## src/rtl/fetch_unit.sv

```systemverilog
// Instruction-fetch stage: owns the program counter, drives the instruction
// port of the unified memory and streams one instruction per cycle to decode.
// A single fetch is kept in flight to cover the memory's registered read.
module fetch_unit #(
    parameter logic [11:0] RESET_PC = 12'd1,
    parameter logic [11:0] PC_MAX   = 12'd1023
) (
    input  logic        clk,
    input  logic        rst,
    input  logic        I_stall,
    input  logic        I_redirect,
    input  logic [11:0] I_target,
    input  logic [31:0] I_mem_instr,
    output logic [11:0] O_mem_addr,
    output logic        O_fetch_en,
    output logic [31:0] O_instr,
    output logic [11:0] O_pc,
    output logic        O_valid
);

    // Fetch-side state
    logic [11:0] r_fetch_pc;
    logic        r_inflight;
    logic [11:0] r_inflight_pc;

    // Decode-side output registers
    logic [31:0] r_instr;
    logic [11:0] r_pc;
    logic        r_valid;

    // Combinational memory request
    logic [11:0] w_mem_addr;
    logic        w_fetch_en;

    // Sequential successor within the instruction region, wrapping at PC_MAX.
    function automatic logic [11:0] next_pc(input logic [11:0] a);
        next_pc = (a == PC_MAX) ? 12'd0 : a + 12'd1;
    endfunction

    // Memory request: redirect target, held address during a stall, else fetch_pc.
    always_comb begin
        w_mem_addr = r_fetch_pc;
        w_fetch_en = 1'b0;
        if (rst) begin
            w_fetch_en = 1'b0;
        end else if (I_redirect) begin
            w_mem_addr = I_target;
            w_fetch_en = 1'b1;
        end else if (I_stall) begin
            // Re-present the outstanding address so a memory enable raised by
            // the data port reloads the same word instead of a new one.
            w_mem_addr = r_inflight ? r_inflight_pc : r_fetch_pc;
            w_fetch_en = 1'b0;
        end else begin
            w_mem_addr = r_fetch_pc;
            w_fetch_en = 1'b1;
        end
    end

    // PC / in-flight tracking and output capture; redirect beats stall.
    always_ff @(posedge clk or posedge rst) begin
        if (rst) begin
            r_fetch_pc    <= RESET_PC;
            r_inflight    <= 1'b0;
            r_inflight_pc <= 12'd0;
            r_instr       <= 32'd0;
            r_pc          <= 12'd0;
            r_valid       <= 1'b0;
        end else if (I_redirect) begin
            // The outstanding word belongs to the wrong path and is dropped.
            r_fetch_pc    <= next_pc(I_target);
            r_inflight    <= 1'b1;
            r_inflight_pc <= I_target;
            r_valid       <= 1'b0;
        end else if (!I_stall) begin
            r_fetch_pc    <= next_pc(r_fetch_pc);
            r_inflight    <= 1'b1;
            r_inflight_pc <= r_fetch_pc;
            if (r_inflight) begin
                r_instr <= I_mem_instr;
                r_pc    <= r_inflight_pc;
                r_valid <= 1'b1;
            end else begin
                r_valid <= 1'b0;
            end
        end
    end

    assign O_mem_addr = w_mem_addr;
    assign O_fetch_en = w_fetch_en;
    assign O_instr    = r_instr;
    assign O_pc       = r_pc;
    assign O_valid    = r_valid;

endmodule
```

## config.mk

```make
export PLATFORM = sky130hd
export DESIGN_NAME = fetch_unit
export DESIGN_NICKNAME = d
export VERILOG_FILES = /design/src/rtl/fetch_unit.sv
export SDC_FILE = /design/constraint.sdc
export NUM_CORES = 1
export LEC_CHECK = 0
export ABC_AREA = 1
export CAP_MARGIN = 40
export CORE_MARGIN = 1
export CORE_UTILIZATION = 49
export CTS_BUF_LIST = sky130_fd_sc_hd__clkbuf_8
export CTS_CLUSTER_DIAMETER = 60
export DETAILED_ROUTE_END_ITERATION = 7
export PLACE_DENSITY = 0.81
export SETUP_SLACK_MARGIN = 0.02
export SLEW_MARGIN = 40
export SYNTH_ARGS = -nofsm -noshare
export SYNTH_HDL_FRONTEND = slang
export SYNTH_SLANG_ARGS = --single-unit
```

## constraint.sdc

```tcl
create_clock -name clk -period 5.4 [get_ports clk]
set_input_delay 1.35 -clock clk [delete_from_list [all_inputs] [get_ports clk]]
set_output_delay 1.35 -clock clk [all_outputs]
set_load 0.01 [all_outputs]
```

==> results.md, run 1 <==
* Worst Hold Class: register to register
* DR pass1 iterations at 5
* Io pins at 106
* Mean Syn Cell Area at 9.359 um2
* Post-CTS Setup Inserts at 0
* Starting Density at 51.09%
* Worst path top cell family by delay: buffers and inverters
* CP required at 4.05 ns
* Total negative slack at 0 ns
* DRC at 0
* Critical Path Sink Type: output port
* Unrepaired setup endpoints after global routing: no
* Clk root buf: clkbuf_8
* Initial antenna violation count at 0
* Finished Layout Cells at 589
* First-pass GRT wire length at 14.32 mm
* Cell count after synthesis at 375
* Yosys cell types at 27
* Minimum clock period at 4.824 ns
* IO Port Bufs at 105
* Maximum capacitance violations at 0
* Vias in the first global route at 2899
* Share of cells above drive strength 1 at 15.21%
* CTS tree: yes
* Peak VDD IR at 0.1364 mV
* FILL cells at 510
* Synthesized flop and latch total at 70
* DR iter-0 viols at 143
* Total GRT Usage at 25.12%
* Count leader, synth: nand2_1
* Max Fclk at 207.3 MHz
* Dpl hpwl at 6.582 mm
* ANT cells at 0
* Worst-Skew Late Latency at 0.33 ns
* Area fraction of the dominant cell type after synthesis at 49.20%
* Register area share after synthesis at 49.95%
* Startpoint types: input pin
* Inserted Clock Buffers at 9
* CTS max path bufs at 2
* Synth Net Count at 425
* Mapped Area at 3510 um2
* FFs w/ async S/R, synth at 100.0%
* Power Density at 311.6 nW/um2
* Largest net degree at the start of global routing at 40
* Crit-path max cell delay at 0.55 ns
* Vias at 3065
* Max Slew Vio Count at 0
* Synth cell count leaders: nand2_1 (103), dfrtp_1 (69), inv_1 (34), nand3_1 (32)
* Leakage at 2.236 nW
* Routed WL at 8.814 mm
* Cts repair resizes at 0
* Die width at 86.63 um
* Crit-path max FO at 16
* Post-layout nets at 538
* Status: finished, final reports clean
* Area occupied by multi-input gates at 1541 um2
* Area leader, netlist: dfrtp_1
* Reg area at 1753 um2
* Placed Cells at 573
* CP Buf/Inv Count at 4
* Most used DFF post-synth: dfrtp_1
* Post-synth EDFFs at 0
* CP max stage cell: clkdlybuf4s50_1
* Avg WL per Cell at 14.96 um
* Die H at 86.63 um
* Synth area leaders: dfrtp_1 (49%), nand2_1 (11%), mux2_2 (9.0%)
* Min Hold Slack at 0.4737 ns
* Final setup viols at 0
* Vias per cell at 5.204
* H-tree levels at 3
* Area growth syn-to-layout at 40.00%
* Clock transition at path regs at 0.08 ns
* Crit share post-route at 89.33%
* Site Rows at 30
* Die area at 7505 um2
* Worst EP arrival at 3.47 ns
* Worst slew pin tran at 0.5324 ns
* Relative slew slack at 64.37%
* Final hold viol count at 0
* Grt ovf at 0
* Clk sinks at 70
* Clk_skew at 0.01159 ns
* Routed Antenna Nets at 0
* Final GP Congestion at 0.9104
* Power, Total at 0.001531 W
* CP Class: input pin to output port
* Placeable core area at 6869 um2
* Syn. warnings at 0
* Cell chain of the critical path: clkdlybuf4s50_1, inv_1, nor2_4, inv_1, o21ai_0, nand2_1, o21ai_0, clkdlybuf4s50_1
* CTS Hold Bufs at 0
[placed cells by master, fill, tap and decap left out, types with 2 or more instances in the layout]
master	n
clkdlybuf4s50_1	105
or2_2	2
clkinv_4	2
nand3b_1	3
mux2_2	28
xor2_1	2
clkinv_1	2
buf_4	8
nor2_4	3
o211ai_1	12
nand4_1	6
ha_1	2
nor2_1	13
nand3_1	32
a21oi_1	5
o21ai_0	28
inv_1	34
dfrtp_1	69
inv_2	2
bufinv_16	3
nand2_1	103
clkbuf_8	9
mux2_4	13
[worst register-to-register path, cell delays in order (launching register included)]
cell and delay, ns:
dfstp_2 0.56, ha_1 0.20, nand2_1 0.12, nor2_4 0.21
nand3_1 0.17, nand2_1 0.17, inv_1 0.16, nand3_1 0.11
nand3_1 0.07
[worst paths after layout]
path,startpoint,end,slack [ns],cells after the start
min,O_valid,O_valid,0.47,2
max,I_stall,O_mem_addr[4],0.58,8
max reg2reg,r_fetch_pc[0],r_fetch_pc[9],3.53,8
max in group asynchronous,rst,r_fetch_pc[0],3.15,3
min in group asynchronous,rst,r_inflight_pc[4],1.51,2
min reg2reg,O_valid,O_valid,0.47,2
[metal layers]
metal / vias to the layer above / track usage, % / routed length, um
met2: 155 / 41.34 / 4235
met1: 1433 / 33.19 / 3749
met4: 0 / 8.182 / 100
met3: 11 / 5.429 / 728
li1: 1466 / - / -
met5: - / 0 / 0
[power breakdown]
group	internal, W	switching [W]	total [W]	leakage (nW)
combinational	0.000220	0.000162	0.000382	1.28
sequential	0.000597	0.0000448	0.000642	0.837
clock	0.000309	0.000198	0.000507	0.124
total	0.00113	0.000404	0.00153	2.24
[flip-flops by register name, summed over array words and instances (netlist names)]
name and count:
r_fetch_pc 12, r_inflight 1, O_valid 1, O_instr 32
r_inflight_pc 12, O_pc 12
[layout make-up]
class                           instances  share of cell area [%]
Timing Repair Buffer                  113                   22.61
Inverter                               38                   2.903
Sequential cell                        70                   35.68
Multi-Input combinational cell        256                   31.37
Clock inverter                          7                   2.470
Tap cell                               96                   2.445
Clock buffer                            9                   2.521
[kinds of logic after synthesis]
| group | count (synthesis) | synth area share, % |
|---|---|---|
| xor+xnor | 3 | 0.7488 |
| fa+ha+maj | 2 | 0.7129 |
| compound gates | 46 | 7.415 |
| buf+inv | 49 | 6.274 |
| mux | 41 | 14.55 |
| flops | 70 | 49.95 |
| simple gates | 164 | 20.36 |
[stage by stage]
stage          utilization [%]  area (um2)  setup slack [ns]
3_5_place_dp             67.89        4663            0.6062
5_1_grt                  71.53        4913            0.4212
2_1_floorplan                -        3510            0.5303
4_1_cts                  71.46        4908            0.6065
3_3_place_gp             67.89        4663            0.6490
6_report                 71.53        4913            0.5763
Note: power is estimated with default switching activity, not from simulation.
==> inputs of run 2 (changes only) <==
Settings changed: TNS_END_PERCENT set to 30.
==> results of run 2 <==
The final DEF is identical to that of run 1; final timing and power are the same.
==> inputs of run 3 (changes only) <==
Settings changed: CAP_MARGIN 40 to 20, CORE_MARGIN 1 to 3, REMOVE_ABC_BUFFERS set to 1.
==> results.md, run 3 (same netlist as run 1, synthesis figures left out) <==
* Inserted Clock Buffers at 9 (unchanged)
* Cts repair resizes at 0 (unchanged)
* H-tree levels at 3 (unchanged)
* Peak VDD IR at 0.1266 mV (was 0.1364 mV)
* Most frequent cells in the layout: clkdlybuf4s50_1 (105), nand2_1 (103), dfrtp_1 (69) (unchanged)
* Crit share post-route at 90.16% (was 89.33%)
* CTS max path bufs at 2 (unchanged)
* Area growth syn-to-layout at 37.79% (was 40.00%)
* Avg WL per Cell at 15.86 um (was 14.96 um)
* Worst-Skew Late Latency at 0.34 ns (was 0.33 ns)
* DR iter-0 viols at 157 (was 143)
* Placeable core area at 6869 um2 (unchanged)
* Total GRT Usage at 23.62% (was 25.12%)
* Startpoint types: input pin (unchanged)
* DR pass1 iterations at 5 (unchanged)
* Final hold viol count at 0 (unchanged)
* Status: finished, final reports clean (unchanged)
* Cell chain of the critical path: clkdlybuf4s50_1, nor2_4, inv_1, o21ai_0, nand2_1, o21ai_0, clkdlybuf4s50_1 (was clkdlybuf4s50_1, inv_1, nor2_4, inv_1, o21ai_0, nand2_1, o21ai_0, clkdlybuf4s50_1)
* Starting Density at 51.09% (unchanged)
* Post-layout nets at 535 (was 538)
* Power Density at 296.4 nW/um2 (was 311.6 nW/um2)
* Clk root buf: clkbuf_8 (unchanged)
* Area occupied by multi-input gates at 1541 um2 (unchanged)
* Worst EP arrival at 3.52 ns (was 3.47 ns)
* Worst slew pin tran at 0.7475 ns (was 0.5324 ns)
* Placed Cells at 570 (was 573)
* First-pass GRT wire length at 15.41 mm (was 14.32 mm)
* Clk sinks at 70 (unchanged)
* Max reg flops at 32 (unchanged)
* Post-CTS Setup Inserts at 0 (unchanged)
* Relative slew slack at 50.17% (was 64.37%)
* Initial antenna violation count at 0 (unchanged)
* Leakage at 2.202 nW (was 2.236 nW)
* Minimum clock period at 4.869 ns (was 4.824 ns)
* Max Slew Vio Count at 0 (unchanged)
* Place WS at 0.5220 ns (was 0.6062 ns)
* Final GP Congestion at 0.9143 (was 0.9104)
* Largest net degree at the start of global routing at 61 (was 40)
* CTS Hold Bufs at 0 (unchanged)
* Max Fclk at 205.4 MHz (was 207.3 MHz)
* Io pins at 106 (unchanged)
* Unrepaired setup endpoints after global routing: no (unchanged)
* Worst path top cell family by delay: buffers and inverters (unchanged)
* Reg area at 1753 um2 (unchanged)
* Vias per cell at 5.244 (was 5.204)
* DRC at 0 (unchanged)
* FILL cells at 521 (was 510)
* Die width at 90.63 um (was 86.63 um)
* CP Class: input pin to output port (unchanged)
* Commonest non-fill, non-tap cell in the layout: clkdlybuf4s50_1 (unchanged)
* Clock transition at path regs at 0.07 ns (was 0.08 ns)
* Maximum capacitance violations at 0 (unchanged)
* Finished Layout Cells at 586 (was 589)
* Die H at 90.63 um (was 86.63 um)
* Share of cells above drive strength 1 at 14.49% (was 15.21%)
* CP Buf/Inv Count at 3 (was 4)
* IO Port Bufs at 105 (unchanged)
* ANT cells at 0 (unchanged)
* Grt ovf at 0 (unchanged)
* Routed Antenna Nets at 0 (unchanged)
* Vias at 3073 (was 3065)
* Site Rows at 30 (unchanged)
* CP required at 4.05 ns (about the same)
* Routed WL at 9.294 mm (was 8.814 mm)
* Total negative slack at 0 ns (unchanged)
* Final setup margin at 0.5311 ns (was 0.5763 ns)
* Dpl hpwl at 6.939 mm (was 6.582 mm)
* Power, Total at 0.001433 W (was 0.001531 W)
* CP max stage cell: clkdlybuf4s50_1 (unchanged)
* Worst Hold Class: register to register (unchanged)
* Vias in the first global route at 3002 (was 2899)
* Die area at 8214 um2 (was 7505 um2)
* Clk_skew at 0.005076 ns (was 0.01159 ns)
* Critical Path Sink Type: output port (unchanged)
* Crit-path max cell delay at 0.62 ns (was 0.55 ns)
* Crit-path max FO at 16 (unchanged)
* CTS tree: yes (unchanged)
* Final setup viols at 0 (unchanged)
-- run 3: worst min-delay path, cell delays in order, from the launching register on --
cell and delay [ns]:
dfrtp_1 0.35, nand2_1 0.05, o21ai_0 0.06
-- run 3: area by class of cell --
type / count / area share [%]
Clock inverter: 7 / 1.371
Timing Repair Buffer: 110 / 22.51
Clock buffer: 9 / 2.561
Multi-Input combinational cell: 256 / 31.88
Tap cell: 96 / 2.484
Sequential cell: 70 / 36.25
Inverter: 38 / 2.950
-- run 3: through the flow --
stage,utilization [%],hold slack [ns],instance area [um2]
after detailed placement,67.63,0.4810,4646
after CTS,70.40,0.4992,4836
after global placement,67.56,0.4686,4641
final,70.40,0.4934,4836
after floorplan,-,0.4652,3432
after global routing,70.40,0.5194,4836
-- run 3: where the power goes --
group	switching [W]	internal [W]	total (W)
logic	0.000163	0.000219	0.000382
clock network	0.000198	0.000211	0.000409
registers	0.0000446	0.000597	0.000642
-- run 3: metal layers --
layer	routed length, um	GRT usage (%)	vias up
met4	65	4.847	0
met1	4034	30.85	1462
met3	673	6.750	7
li1	-	-	1463
met5	0	0	-
met2	4520	39.35	141
-- run 3: final timing paths --
path / from / to / slack (ns) / cells past startpoint
hold / removal: O_pc[5] / O_pc[5] / 0.49 / 2
min in group asynchronous: rst / O_pc[5] / 1.48 / 2
setup / recovery: I_redirect / O_mem_addr[5] / 0.53 / 7
setup reg to reg: r_fetch_pc[0] / r_fetch_pc[10] / 3.55 / 8
max in group asynchronous: rst / O_instr[14] / 2.85 / 3
hold reg to reg: O_pc[5] / O_pc[5] / 0.49 / 2
